==> config.mk <==
export PLATFORM = sky130hd
export DESIGN_NAME = hazard_ctrl_mc
export DESIGN_NICKNAME = d
export VERILOG_FILES = /design/src/rtl/hazard_ctrl_mc.sv
export SDC_FILE = /design/constraint.sdc
export NUM_CORES = 1
export LEC_CHECK = 0
export CAP_MARGIN = 20
export CORE_MARGIN = 4
export CORE_UTILIZATION = 24
export CTS_CLUSTER_SIZE = 28
export DETAILED_ROUTE_END_ITERATION = 7
export DONT_BUFFER_PORTS = 1
export HOLD_SLACK_MARGIN = 0.15
export PLACE_DENSITY = 0.47
export SYNTH_ARGS = -nofsm -noshare
export SYNTH_HDL_FRONTEND = slang
export SYNTH_SLANG_ARGS = --single-unit
==> constraint.sdc <==
create_clock -name clk -period 3.7 [get_ports clk]
set_input_delay 0.555 -clock clk [delete_from_list [all_inputs] [get_ports clk]]
set_output_delay 0.555 -clock clk [all_outputs]
set_load 0.005 [all_outputs]
==> src/rtl/hazard_ctrl_mc.sv <==
// Hazard unit for the 5-stage RISC-V pipeline: EX operand forwarding, load-use stall,
// taken-branch flush, multi-cycle MUL/DIV occupancy sequencer and a saturating stall counter.
module hazard_ctrl_mc #(
  parameter int REG_AW  = 5,
  parameter int MDU_LAT = 4,
  parameter int CNT_W   = 16
) (
  input  logic              clk,
  input  logic              rst,
  input  logic [REG_AW-1:0] Rs1D,
  input  logic [REG_AW-1:0] Rs2D,
  input  logic [REG_AW-1:0] Rs1E,
  input  logic [REG_AW-1:0] Rs2E,
  input  logic [REG_AW-1:0] RdE,
  input  logic [REG_AW-1:0] RdM,
  input  logic [REG_AW-1:0] RdW,
  input  logic              RegWriteM,
  input  logic              RegWriteW,
  input  logic              ResultSrcE0,
  input  logic              PCSrcE,
  input  logic              MduStartE,
  input  logic              StallClr,
  output logic [1:0]        ForwardAE,
  output logic [1:0]        ForwardBE,
  output logic              StallF,
  output logic              StallD,
  output logic              StallE,
  output logic              FlushD,
  output logic              FlushE,
  output logic              FlushM,
  output logic              MduBusy,
  output logic              MduDoneE,
  output logic [CNT_W-1:0]  StallCount
);

  localparam int MCW = (MDU_LAT > 2) ? $clog2(MDU_LAT) : 1;
  localparam logic [MCW-1:0]    MDU_LAST = MCW'(MDU_LAT - 1);
  localparam logic [MCW-1:0]    MDU_ZERO = {MCW{1'b0}};
  localparam logic [MCW-1:0]    MDU_ONE  = MCW'(1);
  localparam logic [REG_AW-1:0] REG_ZERO = {REG_AW{1'b0}};
  localparam logic [CNT_W-1:0]  CNT_MAX  = {CNT_W{1'b1}};
  localparam logic [CNT_W-1:0]  CNT_ZERO = {CNT_W{1'b0}};

  logic [MCW-1:0]   mdu_cnt_r;
  logic [MCW-1:0]   mdu_cnt_nxt_s;
  logic             mdu_stall_s;
  logic             mdu_done_s;
  logic             lw_stall_s;
  logic             branch_s;
  logic             stall_f_s;
  logic [CNT_W-1:0] stall_cnt_r;

  // MEM result has priority over WB; x0 is never forwarded.
  function automatic logic [1:0] fwd_sel(input logic [REG_AW-1:0] rs,
                                         input logic [REG_AW-1:0] rd_m, input logic we_m,
                                         input logic [REG_AW-1:0] rd_w, input logic we_w);
    if (we_m && (rd_m != REG_ZERO) && (rd_m == rs)) begin
      return 2'b10;
    end else if (we_w && (rd_w != REG_ZERO) && (rd_w == rs)) begin
      return 2'b01;
    end else begin
      return 2'b00;
    end
  endfunction

  // MDU occupancy: start is only honoured from idle, so a held MduStartE cannot re-trigger.
  always_comb begin
    mdu_stall_s   = 1'b0;
    mdu_done_s    = 1'b0;
    mdu_cnt_nxt_s = mdu_cnt_r;
    if (MDU_LAT == 1) begin
      mdu_done_s    = MduStartE;
      mdu_cnt_nxt_s = MDU_ZERO;
    end else if (mdu_cnt_r == MDU_ZERO) begin
      mdu_stall_s   = MduStartE;
      mdu_cnt_nxt_s = MduStartE ? MDU_ONE : MDU_ZERO;
    end else if (mdu_cnt_r == MDU_LAST) begin
      mdu_done_s    = 1'b1;
      mdu_cnt_nxt_s = MDU_ZERO;
    end else begin
      mdu_stall_s   = 1'b1;
      mdu_cnt_nxt_s = mdu_cnt_r + MDU_ONE;
    end
  end

  // Load-use detection and branch qualification; the MDU stall masks both.
  always_comb begin
    lw_stall_s = ResultSrcE0 && (RdE != REG_ZERO) && ((RdE == Rs1D) || (RdE == Rs2D));
    branch_s   = PCSrcE && !mdu_stall_s;
    stall_f_s  = mdu_stall_s || (lw_stall_s && !PCSrcE);
  end

  // Control outputs, forced low while reset is asserted.
  always_comb begin
    ForwardAE  = 2'b00;
    ForwardBE  = 2'b00;
    StallF     = 1'b0;
    StallD     = 1'b0;
    StallE     = 1'b0;
    FlushD     = 1'b0;
    FlushE     = 1'b0;
    FlushM     = 1'b0;
    MduBusy    = 1'b0;
    MduDoneE   = 1'b0;
    StallCount = CNT_ZERO;
    if (rst) begin
      ForwardAE  = fwd_sel(Rs1E, RdM, RegWriteM, RdW, RegWriteW);
      ForwardBE  = fwd_sel(Rs2E, RdM, RegWriteM, RdW, RegWriteW);
      StallF     = stall_f_s;
      StallD     = stall_f_s;
      StallE     = mdu_stall_s;
      FlushD     = branch_s;
      FlushE     = branch_s || (lw_stall_s && !mdu_stall_s);
      FlushM     = mdu_stall_s;
      MduBusy    = mdu_stall_s;
      MduDoneE   = mdu_done_s;
      StallCount = stall_cnt_r;
    end else begin
      StallCount = CNT_ZERO;
    end
  end

  // MDU sequencer state.
  always_ff @(posedge clk or negedge rst) begin
    if (!rst) begin
      mdu_cnt_r <= MDU_ZERO;
    end else begin
      mdu_cnt_r <= mdu_cnt_nxt_s;
    end
  end

  // Saturating stall-cycle counter; clear wins over increment.
  always_ff @(posedge clk or negedge rst) begin
    if (!rst) begin
      stall_cnt_r <= CNT_ZERO;
    end else if (StallClr) begin
      stall_cnt_r <= CNT_ZERO;
    end else if (stall_f_s && (stall_cnt_r != CNT_MAX)) begin
      stall_cnt_r <= stall_cnt_r + CNT_W'(1);
    end else begin
      stall_cnt_r <= stall_cnt_r;
    end
  end

endmodule

# After elaboration in Yosys (flattened, before gate mapping)
# Cells that the tools add are included.
dict set report totals {
  reg_bits 18
}
dict set report classes {
  n_addsub 2
  eq_ne 8
  muxes 21
  n_reduce_logical 22
}
# op n
set op_table {}
lappend op_table {{16-bit two-way mux} 3}
lappend op_table {{5-bit == test} 6}
lappend op_table {{16-bit by 1-bit adder with 16-bit output (second input constant)} 1}
lappend op_table {{16-bit inequality test (second input constant)} 1}
lappend op_table {{5-bit nonzero test} 3}
lappend op_table {{1-bit logical AND} 12}
lappend op_table {{1-bit two-way mux} 12}
lappend op_table {{2-bit two-way mux} 6}
lappend op_table {{1-bit logical OR} 3}
lappend op_table {{2-bit by 1-bit adder with 2-bit output (second input constant)} 1}
lappend op_table {{2-bit == test (second input constant)} 1}
lappend op_table {{1-bit logical NOT} 2}
lappend op_table {{2-bit logical NOT} 1}
lappend op_table {{2-bit nonzero test} 1}

# Logic depth before layout (Yosys ltp)
dict set report depth {
  word_depth 8
  mapped_depth 9
}

# Worst setup path after synthesis
# OpenSTA, ideal clock, no wires.
dict set report synth_path {
  path_type {input to output}
  start {input port RdE[1]}
  end {output port StallF}
  arrival_time_ns 1.950
  t_required_ns 3.145
  path_slack_ns 1.195
  cell_stages 7
  path_buffers 3
  path_cell_list {or4_1 > o21ai_1 > o31a_1 > buf_6 > buf_2 > nor2_1 > buf_4}
}
dict set report synth_between {
  elab_chain_cells 6
}
# item line_no
set synth_lines {}
lappend synth_lines {{from (decl)} 14} ;# input logic [REG_AW-1:0] RdE,
lappend synth_lines {{5-bit == test / 5-bit nonzero test (equally long branches)} 88} ;# lw_stall_s = ResultSrcE0 && (RdE != REG_ZERO) && ((RdE == Rs1D) || (RdE == Rs2D));
lappend synth_lines {{1-bit logical OR / 1-bit logical AND (equally long branches)} 88}
lappend synth_lines {{1-bit logical AND *} 88}
lappend synth_lines {{1-bit logical AND *} 90} ;# stall_f_s = mdu_stall_s || (lw_stall_s && !PCSrcE);
lappend synth_lines {{1-bit logical OR *} 90}
lappend synth_lines {{1-bit two-way mux *} n/a}
lappend synth_lines {{to (decl)} 25} ;# output logic StallF,
# Mark *: on every way between the ends. The rest lies on a longest branch, timed or not.

# Final worst setup path
dict set report layout_path {
  start {register mdu_cnt_r[0]}
  end {output port StallF}
}
dict set report layout_between {
  elab_chain_cells 5
}
# item line_no
set layout_lines {}
lappend layout_lines {{from (decl)} 44} ;# logic [MCW-1:0] mdu_cnt_r;
lappend layout_lines {{from (signal assigned)} 128} ;# mdu_cnt_r <= mdu_cnt_nxt_s;
lappend layout_lines {{2-bit == test} 77} ;# end else if (mdu_cnt_r == MDU_LAST) begin
lappend layout_lines {{1-bit two-way mux} 77}
lappend layout_lines {{1-bit two-way mux *} 74} ;# end else if (mdu_cnt_r == MDU_ZERO) begin
lappend layout_lines {{1-bit logical OR *} 90}
lappend layout_lines {{1-bit two-way mux *} n/a}
# Marks and branches as above.

==> impl_metrics.json <==
{
  "die-area_mm2": 0.008221,
  "worst-setup-path-type": "flop to output pin",
  "post-route-min-period_ns": 2.434,
  "drc_errors": 0,
  "cts_resized": 0,
  "wire_per_inst_um": 16.06,
  "tightest_slew_ns": 0.9054,
  "dp_hpwl_mm": 3.096,
  "drt-total-wl_mm": 4.176,
  "synth_area_per_cell_um2": 8.588,
  "core_mm2": 0.006495,
  "drtIter0Drc": 74,
  "syn_nets": 238,
  "overflow": 0,
  "fin_area_mm2": 0.001702,
  "rows": 29,
  "grt_max_degree": 34,
  "p_leak_nw": 0.6547,
  "synth_area_leaders": "dfrtp_1, xor2_1, and2_1",
  "cts_sinks": 18,
  "holdWs_ns": 0.3570,
  "critPathRequiredTime_ns": 3.14,
  "clk_pin_slew_worst_paths_ns": 0.07,
  "routabilityCongestion": 0.7608,
  "die_w_um": 90.67,
  "port_buffers": 0,
  "setup_viol": 0,
  "critPathArrivalTime_ns": 1.88,
  "syn_area_mm2": 0.001640,
  "slew_headroom_pct": 39.44,
  "cts_buffer_depth": 2,
  "async_flop_share_pct": 100.0,
  "antenna_left": 0,
  "start_util_pct": 25.26,
  "antenna_found_initial": 0,
  "drive_gt1_share_pct": 6.011,
  "fp.dieH_um": 90.67,
  "pin_count": 71,
  "syn2layout_area_growth_pct": 3.737,
  "peakVddDrop_v": 0.0001516,
  "n_fill_cell": 684,
  "report.final.slew_viol_count": 0,
  "hold_viol": 0,
  "endpoint_kind": "output pin",
  "post_cts_buffers": 0,
  "total_power_uw": 625.5,
  "cp_max_fo": 33,
  "dr.pass1.iters": 4,
  "reg2reg_slack_ns": 1.71,
  "cts_hold_buf": 1,
  "grt_pass1_vias": 1352,
  "synthFlopType": "dfrtp_1",
  "via_per_inst": 5.281,
  "ys_seq_area_share_pct": 27.46,
  "finClkSkew_ns": 0.003592,
  "ys_types": 34,
  "max_freq_ghz": 0.4109,
  "netlist_instances": 191,
  "clk_latency_ns": 0.25,
  "cts-root-buf": "clkbuf_8",
  "ys_ff_latch": 18,
  "drv_cap": 0,
  "yosys_warnings": 0,
  "hp-class": "input pin to flop",
  "ys_top_cells_by_count": "xor2_1, and2_1, dfrtp_1",
  "vias": 1373,
  "htreeDepth": 1,
  "rsz0062_at_grt": "no",
  "grt.total_usage_pct": 9.803,
  "synth-edff-count": 0,
  "grt_first_pass_wirelength_mm": 6.748,
  "placed_cell_area_mm2": 0.001650,
  "startpoint_type": "flop",
  "diodes": 0,
  "p_per_area_mw_per_mm2": 367.6,
  "cts_tree": "done",
  "fin_setup_tns_ns": 0,
  "synth.most_common_cell": "xor2_1",
  "yosysTopAreaCell": "dfrtp_1",
  "status": "completed",
  "cts_buffers": 3,
  "synth_top_area_share_pct": 27.46,
  "nets": 232,
  "fin_crit_sh_pct": 65.78
}
[critical path, stage by stage (launching register included)]
cell and delay (ns):
dfrtp_1 0.41, inv_1 0.06, ha_1 0.22, a21oi_1 0.32, o31a_1 0.20, buf_4 0.28
nor2_1 0.14
[flip-flops by register name, summed over array words and instances, names as in the netlist]
| name | cells |
|---|---|
| stall_cnt_r | 16 |
| mdu_cnt_r | 2 |
[placed cells by master (no fill, tap or decap), types with 3 or more instances in the layout]
cell / synthesis / routed
xor2_1: 24 / 24
and2_1: 18 / 18
dfrtp_1: 18 / 18
or4_1: 13 / 13
a21oi_1: 12 / 12
nor2_1: 10 / 10
nand3_1: 9 / 9
inv_1: 9 / 9
o31ai_1: 8 / 8
xnor2_1: 6 / 6
nand2_1: 6 / 6
nor4_1: 5 / 5
o41ai_1: 5 / 5
and3_4: 4 / 4
o311ai_1: 4 / 4
ha_1: 4 / 4
and3_1: 3 / 3
o21a_1: 3 / 3
clkbuf_8: 0 / 3
[final cells by class]
cell class                      count  area [µm²]  share of cell area [%]
Tap cell                           77       96.34                   5.662
Clock buffer                        3       41.29                   2.426
Multi-Input combinational cell    151        1062                   62.43
Timing Repair Buffer                2       17.52                   1.029
Inverter                            9       33.78                   1.985
Sequential cell                    18       450.4                   26.47
[power breakdown]
| part | switching (mW) | total (mW) | internal, mW |
|---|---|---|---|
| sequential | 0.0262 | 0.248 | 0.221 |
| clock | 0.0670 | 0.139 | 0.0723 |
| combinational | 0.150 | 0.239 | 0.0886 |
[layer usage]
| layer | track usage, % | share of wire, % | vias up |
|---|---|---|---|
| met5 | 0 | 0 | - |
| met4 | 2.679 | 0.93 | 0 |
| met3 | 3.417 | 8.4 | 4 |
| met2 | 17.29 | 48 | 55 |
| met1 | 11.14 | 43 | 635 |
| li1 | - | - | 679 |
[metrics by stage]
stage	setup slack, ns	util [%]	cells
after floorplan	1.195	-	191
after global placement	1.334	25.41	256
after detailed placement	1.313	25.41	256
after CTS	1.237	26.20	260
after global routing	1.050	26.20	260
final	1.266	26.20	260
[logic make-up after synthesis]
group	after synthesis	share of synthesized area, %
adder cells (fa/ha/maj)	4	3.051
AND/OR/NAND/NOR	77	28.68
buffers and inverters	22	7.780
XOR/XNOR	30	16.02
flip-flops	18	27.46
AO/OA/AOI/OAI	40	17.01
[path summary, 6_finish.rpt]
kind	start	endpoint	cells past startpoint
min	StallClr	stall_cnt_r[12]	1
max	mdu_cnt_r[0]	StallF	6
max in group asynchronous	rst	stall_cnt_r[8]	1
max reg2reg	stall_cnt_r[11]	stall_cnt_r[3]	6
min reg2reg	mdu_cnt_r[0]	mdu_cnt_r[0]	1
min in group asynchronous	rst	stall_cnt_r[10]	1
Power figures use the tool's default switching activity.
